--- config.mk ---
export PLATFORM = sky130hd
export DESIGN_NAME = jtag_host
export DESIGN_NICKNAME = d
export VERILOG_FILES = /design/src/rtl/jtag_types_pkg.sv /design/src/rtl/jtag_tck_gen.sv /design/src/rtl/jtag_host.sv
export SDC_FILE = /design/constraint.sdc
export NUM_CORES = 1
export LEC_CHECK = 0
export CORE_ASPECT_RATIO = 1.4
export CORE_MARGIN = 2
export CORE_UTILIZATION = 58
export CTS_CLUSTER_DIAMETER = 100
export DETAILED_ROUTE_END_ITERATION = 8
export PLACE_DENSITY_LB_ADDON = 0.15
export SETUP_SLACK_MARGIN = 0.1
export SYNTH_ARGS = -nofsm -noshare
export SYNTH_HDL_FRONTEND = slang
export SYNTH_HIERARCHICAL = 1
export SYNTH_SLANG_ARGS = --single-unit
--- constraint.sdc ---
create_clock -name clk -period 4.6 [get_ports clk]
set_input_delay 0.46 -clock clk [delete_from_list [all_inputs] [get_ports clk]]
set_output_delay 0.46 -clock clk [all_outputs]
set_load 0.02 [all_outputs]
--- src/rtl/jtag_types_pkg.sv ---
// jtag_types_pkg: shared JTAG host command/state types and length helpers
package jtag_types_pkg;
  localparam int JTAG_MAX_LEN = 32;
  typedef enum logic [1:0] {OP_RESET, OP_IDLE, OP_IR_SCAN, OP_DR_SCAN} jtag_op_t;
  typedef enum logic [3:0] {
    H_IDLE, H_SYNC, H_RST, H_SEL, H_CAP, H_SHIFT, H_EXIT, H_UPD, H_RUN
  } host_state_t;
  // Index of the last shift/idle TCK; 0 and oversize lengths mean a full word.
  function automatic logic [5:0] last_idx(input logic [5:0] len);
    return (len == 6'd0 || len > 6'(JTAG_MAX_LEN)) ? 6'(JTAG_MAX_LEN - 1) : len - 6'd1;
  endfunction
  // Entry state of a command; an unknown TAP position needs one TMS=0 clock first.
  function automatic host_state_t first_state(input jtag_op_t op, input logic in_rti);
    return op == OP_RESET ? H_RST : !in_rti ? H_SYNC : op == OP_IDLE ? H_RUN : H_SEL;
  endfunction
endpackage

--- src/rtl/jtag_tck_gen.sv ---
// jtag_tck_gen: divides clk into TCK while enabled, with pre-edge rise/fall strobes
module jtag_tck_gen #(
  parameter int TCK_DIV = 2
) (
  input  logic clk,
  input  logic TRST,
  input  logic en,
  output logic tck,
  output logic rise,
  output logic fall
);
  localparam int W = TCK_DIV > 1 ? $clog2(TCK_DIV) : 1;
  logic [W-1:0] cnt;
  logic tick;
  assign tick = en && cnt == W'(TCK_DIV - 1);
  assign rise = tick & ~tck;
  assign fall = tick & tck;
  // Phase counter; TCK parks low and the count restarts whenever disabled.
  always_ff @(posedge clk or negedge TRST)
    if (!TRST) begin
      cnt <= '0;
      tck <= 1'b0;
    end else if (!en) begin
      cnt <= '0;
      tck <= 1'b0;
    end else begin
      cnt <= tick ? '0 : cnt + 1'b1;
      tck <= tck ^ tick;
    end
endmodule

--- src/rtl/jtag_host.sv ---
// jtag_host: command-driven JTAG scan engine producing TCK/TMS/TDI and capturing TDO
module jtag_host
  import jtag_types_pkg::*;
#(
  parameter int TCK_DIV = 2
) (
  input  logic        clk,
  input  logic        TRST,
  input  logic        cmd_valid,
  output logic        cmd_ready,
  input  jtag_op_t    cmd_op,
  input  logic [5:0]  cmd_len,
  input  logic [31:0] cmd_tdi,
  output logic        rsp_valid,
  output logic [31:0] rsp_tdo,
  output logic        TCK,
  output logic        TMS,
  output logic        TDI,
  input  logic        TDO,
  output logic        busy
);
  host_state_t state, fs;
  jtag_op_t op;
  logic in_rti, up, rise, fall, go;
  logic [5:0] cnt, last;
  logic [31:0] tdi;
  assign cmd_ready = up & ~busy;
  assign go = cmd_valid & cmd_ready;
  assign fs = first_state(cmd_op, in_rti);
  jtag_tck_gen #(.TCK_DIV(TCK_DIV)) u_tck (
    .clk(clk), .TRST(TRST), .en(busy), .tck(TCK), .rise(rise), .fall(fall)
  );
  // Controller: TMS/TDI for the next TCK are set on the edge where TCK falls.
  always_ff @(posedge clk or negedge TRST)
    if (!TRST) begin
      state     <= H_IDLE;
      op        <= OP_RESET;
      in_rti    <= 1'b0;
      up        <= 1'b0;
      busy      <= 1'b0;
      rsp_valid <= 1'b0;
      rsp_tdo   <= '0;
      TMS       <= 1'b1;
      TDI       <= 1'b0;
      cnt       <= '0;
      last      <= '0;
      tdi       <= '0;
    end else begin
      up        <= 1'b1;
      rsp_valid <= 1'b0;
      if (go) begin
        state   <= fs;
        op      <= cmd_op;
        last    <= last_idx(cmd_len);
        tdi     <= cmd_tdi;
        rsp_tdo <= '0;
        busy    <= 1'b1;
        cnt     <= '0;
        TMS     <= fs == H_RST || fs == H_SEL;
        TDI     <= 1'b0;
      end else if (busy) begin
        if (rise && state == H_SHIFT) rsp_tdo[cnt[4:0]] <= TDO;
        if (fall)
          case (state)
            H_SYNC: begin
              in_rti <= 1'b1;
              state  <= first_state(op, 1'b1);
              TMS    <= op != OP_IDLE;
            end
            H_RST:
              if (cnt == 6'd5) begin
                in_rti    <= 1'b1;
                state     <= H_IDLE;
                busy      <= 1'b0;
                rsp_valid <= 1'b1;
                cnt       <= '0;
              end else begin
                cnt <= cnt + 6'd1;
                TMS <= cnt < 6'd4;
              end
            H_RUN:
              if (cnt == last) begin
                state     <= H_IDLE;
                busy      <= 1'b0;
                rsp_valid <= 1'b1;
                cnt       <= '0;
              end else cnt <= cnt + 6'd1;
            H_SEL:
              if (op == OP_IR_SCAN && cnt == 6'd0) cnt <= 6'd1;
              else begin
                state <= H_CAP;
                cnt   <= '0;
                TMS   <= 1'b0;
              end
            H_CAP:
              if (cnt == 6'd0) cnt <= 6'd1;
              else begin
                state <= H_SHIFT;
                cnt   <= '0;
                TMS   <= last == 6'd0;
                TDI   <= tdi[0];
              end
            H_SHIFT:
              if (cnt == last) begin
                state <= H_EXIT;
                TMS   <= 1'b1;
                TDI   <= 1'b0;
              end else begin
                cnt <= cnt + 6'd1;
                TMS <= cnt + 6'd1 == last;
                TDI <= tdi[cnt[4:0] + 5'd1];
              end
            H_EXIT: begin
              state <= H_UPD;
              TMS   <= 1'b0;
            end
            H_UPD: begin
              state     <= H_IDLE;
              busy      <= 1'b0;
              rsp_valid <= 1'b1;
              cnt       <= '0;
            end
            default: begin
              state <= H_IDLE;
              busy  <= 1'b0;
            end
          endcase
      end
    end
endmodule

==> results.toml <==
[synthesis]
netlist_area_um2 = 4910
synth_warnings = 6
synth_edf_count = 0
synth-seq-cells = 90
seq_area_frac_synth_pct = 45.9
syn_inst = 542
avgSynthCellArea_um2 = 9.06
synth_cell_types = 65
synthesis.nets = 594
ys.flop_type = "dfrtp_1"
async_reset_ff_share_pct = 100

[pwr]
total_power_mw = 3.42
p_leak_nw = 2.84
ir_worst_vdd_uv = 371
p_per_area_nw_per_um2 = 566

[setup_path]
critPathKind = "reg -> reg"
critPathLaunchType = "flip-flop"
worstPathRequired_ns = 4.86
crit_path_end_kind = "flip-flop"
cp_max_fo = 16
worstPathArrival_ns = 3.29

[worst_hold_path]
hold_path.class = "in -> async"

[detailed_routing]
drc = 0
route.vias.total = 4070
ant_nets = 0
drtIter0Drc = 258
wl_per_cell_um = 16.4
firstDrtPassIters = 5
via_per_inst = 5.74
finalWirelength_um = 11600

[floorplanning]
io_pins = 82
dieArea_um2 = 9230
start_util_pct = 59.9
die_h_um = 113
design.core.area_um2 = 8200
rows = 39
die_width_um = 81.8

[cells_and_area]
finalNetCount = 654
diodes = 0
finish.instance_area_um2 = 6030
area_growth_pct = 22.8
layout_common_cells = "162 x nand2_1, 89 x dfrtp_1, 80 x clkdlybuf4s50_1"
drive_gt1_share_pct = 7.41
final_common_cell = "nand2_1"

[clock_network]
cts.clk_slew.worst_paths_ns = 0.06
cts.repair.resized = 0
root_buffer = "clkbuf_16"
holdBufCountCts = 0
cts_tree = "done"
numCtsBuffers = 9
cts_setup_buffers = 0
clock_sinks = 90
cts.path.max_buffers = 2
cts_max_level = 3
clock_latency_ns = 0.34

[timing]
hold_violations = 0
tightest_slew_ns = 1.09
worst_clock_skew_ns = 0.00571
fin_setup_tns_ns = 0
whs_ns = 0.0847
setup_viol = 0
slew_headroom_pct = 27.0
fmax_mhz = 330
rsz0062_at_grt = "no"
post-route-period-util_pct = 65.8
min_period_ns = 3.03
drv_slew = 0
setup_ws_ns = 1.57

[global_routing]
grt_max_degree = 52
grt_pass1_wl_um = 19100
grt_overflow = 0
grt_use_total_pct = 26.9
grt_pass1_vias = 3904
antenna_found_initial = 0

[placement]
portBuffers = 81
pre_cts_slack_ns = 1.73
place_area_um2 = 5700
gp_congestion = 0.930
hpwl_um = 8070

[run]
cap_viol_max_count = 0

[run_status]
status = "finished, final reports clean"
==> per-layer routing <==
layer,wire (um),part of all wire (%),global-route usage (%)
met1,4680,40,34.2
met2,6240,54,45.2
met3,488,4.2,4.55
met4,231,2.0,10.2
met5,0,0,0
==> synth_stat cells, types with 5 or more instances <==
cell type  instances  area, um^2
mux4_2             8         180
xnor2_1            9        78.8
nand2_1          162         608
and3_1             6        37.5
buf_2              8        40.0
inv_1             10        37.5
nand3_1           15        75.1
nor3_1            12        60.1
o21ai_0            5        25.0
clkbuf_1          20        75.1
mux2i_1           32         320
ha_1               8         100
a21oi_1           22         110
dfrtp_1           89        2230
nor2_1            45         169
nand2b_1           6        37.5
xor2_1             8        70.1
==> path summary, 6_finish.rpt <==
| check | startpoint | to | slack, ns | cells after the start |
|---|---|---|---|---|
| max | cnt[0] | TMS | 1.57 | 8 |
| min reg2reg | tdi[30] | tdi[30] | 0.48 | 2 |
| max in group asynchronous | TRST | tdi[15] | 3.50 | 2 |
| max reg2reg | cnt[0] | TMS | 1.57 | 8 |
| min in group clk | tdi[30] | tdi[30] | 0.48 | 2 |
| min | TRST | rsp_tdo[2] | 0.08 | 1 |
==> power by group <==
group	internal, mW	leakage [nW]	switching, mW
registers	1.05	1.15	0.300
logic	0.614	1.53	0.626
clock network	0.530	0.160	0.298
total	2.19	2.84	1.22
==> layout make-up <==
type                    instances  area (um^2)
multi-input cells             407         2450
flip-flops and latches         90         2250
fillers                       655         2170
repair buffers                 84          831
clock buffers                  11          233
well taps                     102          128
clock inverters                 5          103
inverters                      10         37.5
==> sequential cells by signal, summed over array words and instances (netlist names) <==
name,flops
in_rti,1
cnt,6
tdi,32
busy,1
TMS,1
up,1
op,2
TDI,1
rsp_tdo,32
u_tck/cnt,1
state,4
last,6
u_tck/tck,1
rsp_valid,1
==> through the flow <==
stage	instances	util, %
final	709	73.6
after global routing	709	73.6
after CTS	709	73.6
after detailed placement	693	69.5
after global placement	693	69.5
after floorplan	542	-
==> worst max-delay path, stage by stage, from the launching register on <==
cell	delay (ns)
dfrtp_1	0.82
inv_1	0.16
ha_1	0.51
xor2_1	0.21
a311o_1	0.32
a2111oi_0	0.44
a311o_1	0.24
a21oi_1	0.07
a21oi_1	0.17
==> cell families (layout without fill, tap and decap cells) <==
kind of cell,count (synthesis),count (layout),share of synthesized area (%)
AND/OR/NAND/NOR,276,276,24.8
adder cells (fa/ha/maj),8,8,2.04
buffers and inverters,45,110,4.33
other,1,1,0.0763
flip-flops,90,90,45.9
AO/OA/AOI/OAI,62,62,8.69
multiplexers,42,42,10.8
XOR/XNOR,18,18,3.36
No activity file was read; power rests on OpenSTA's default activity.
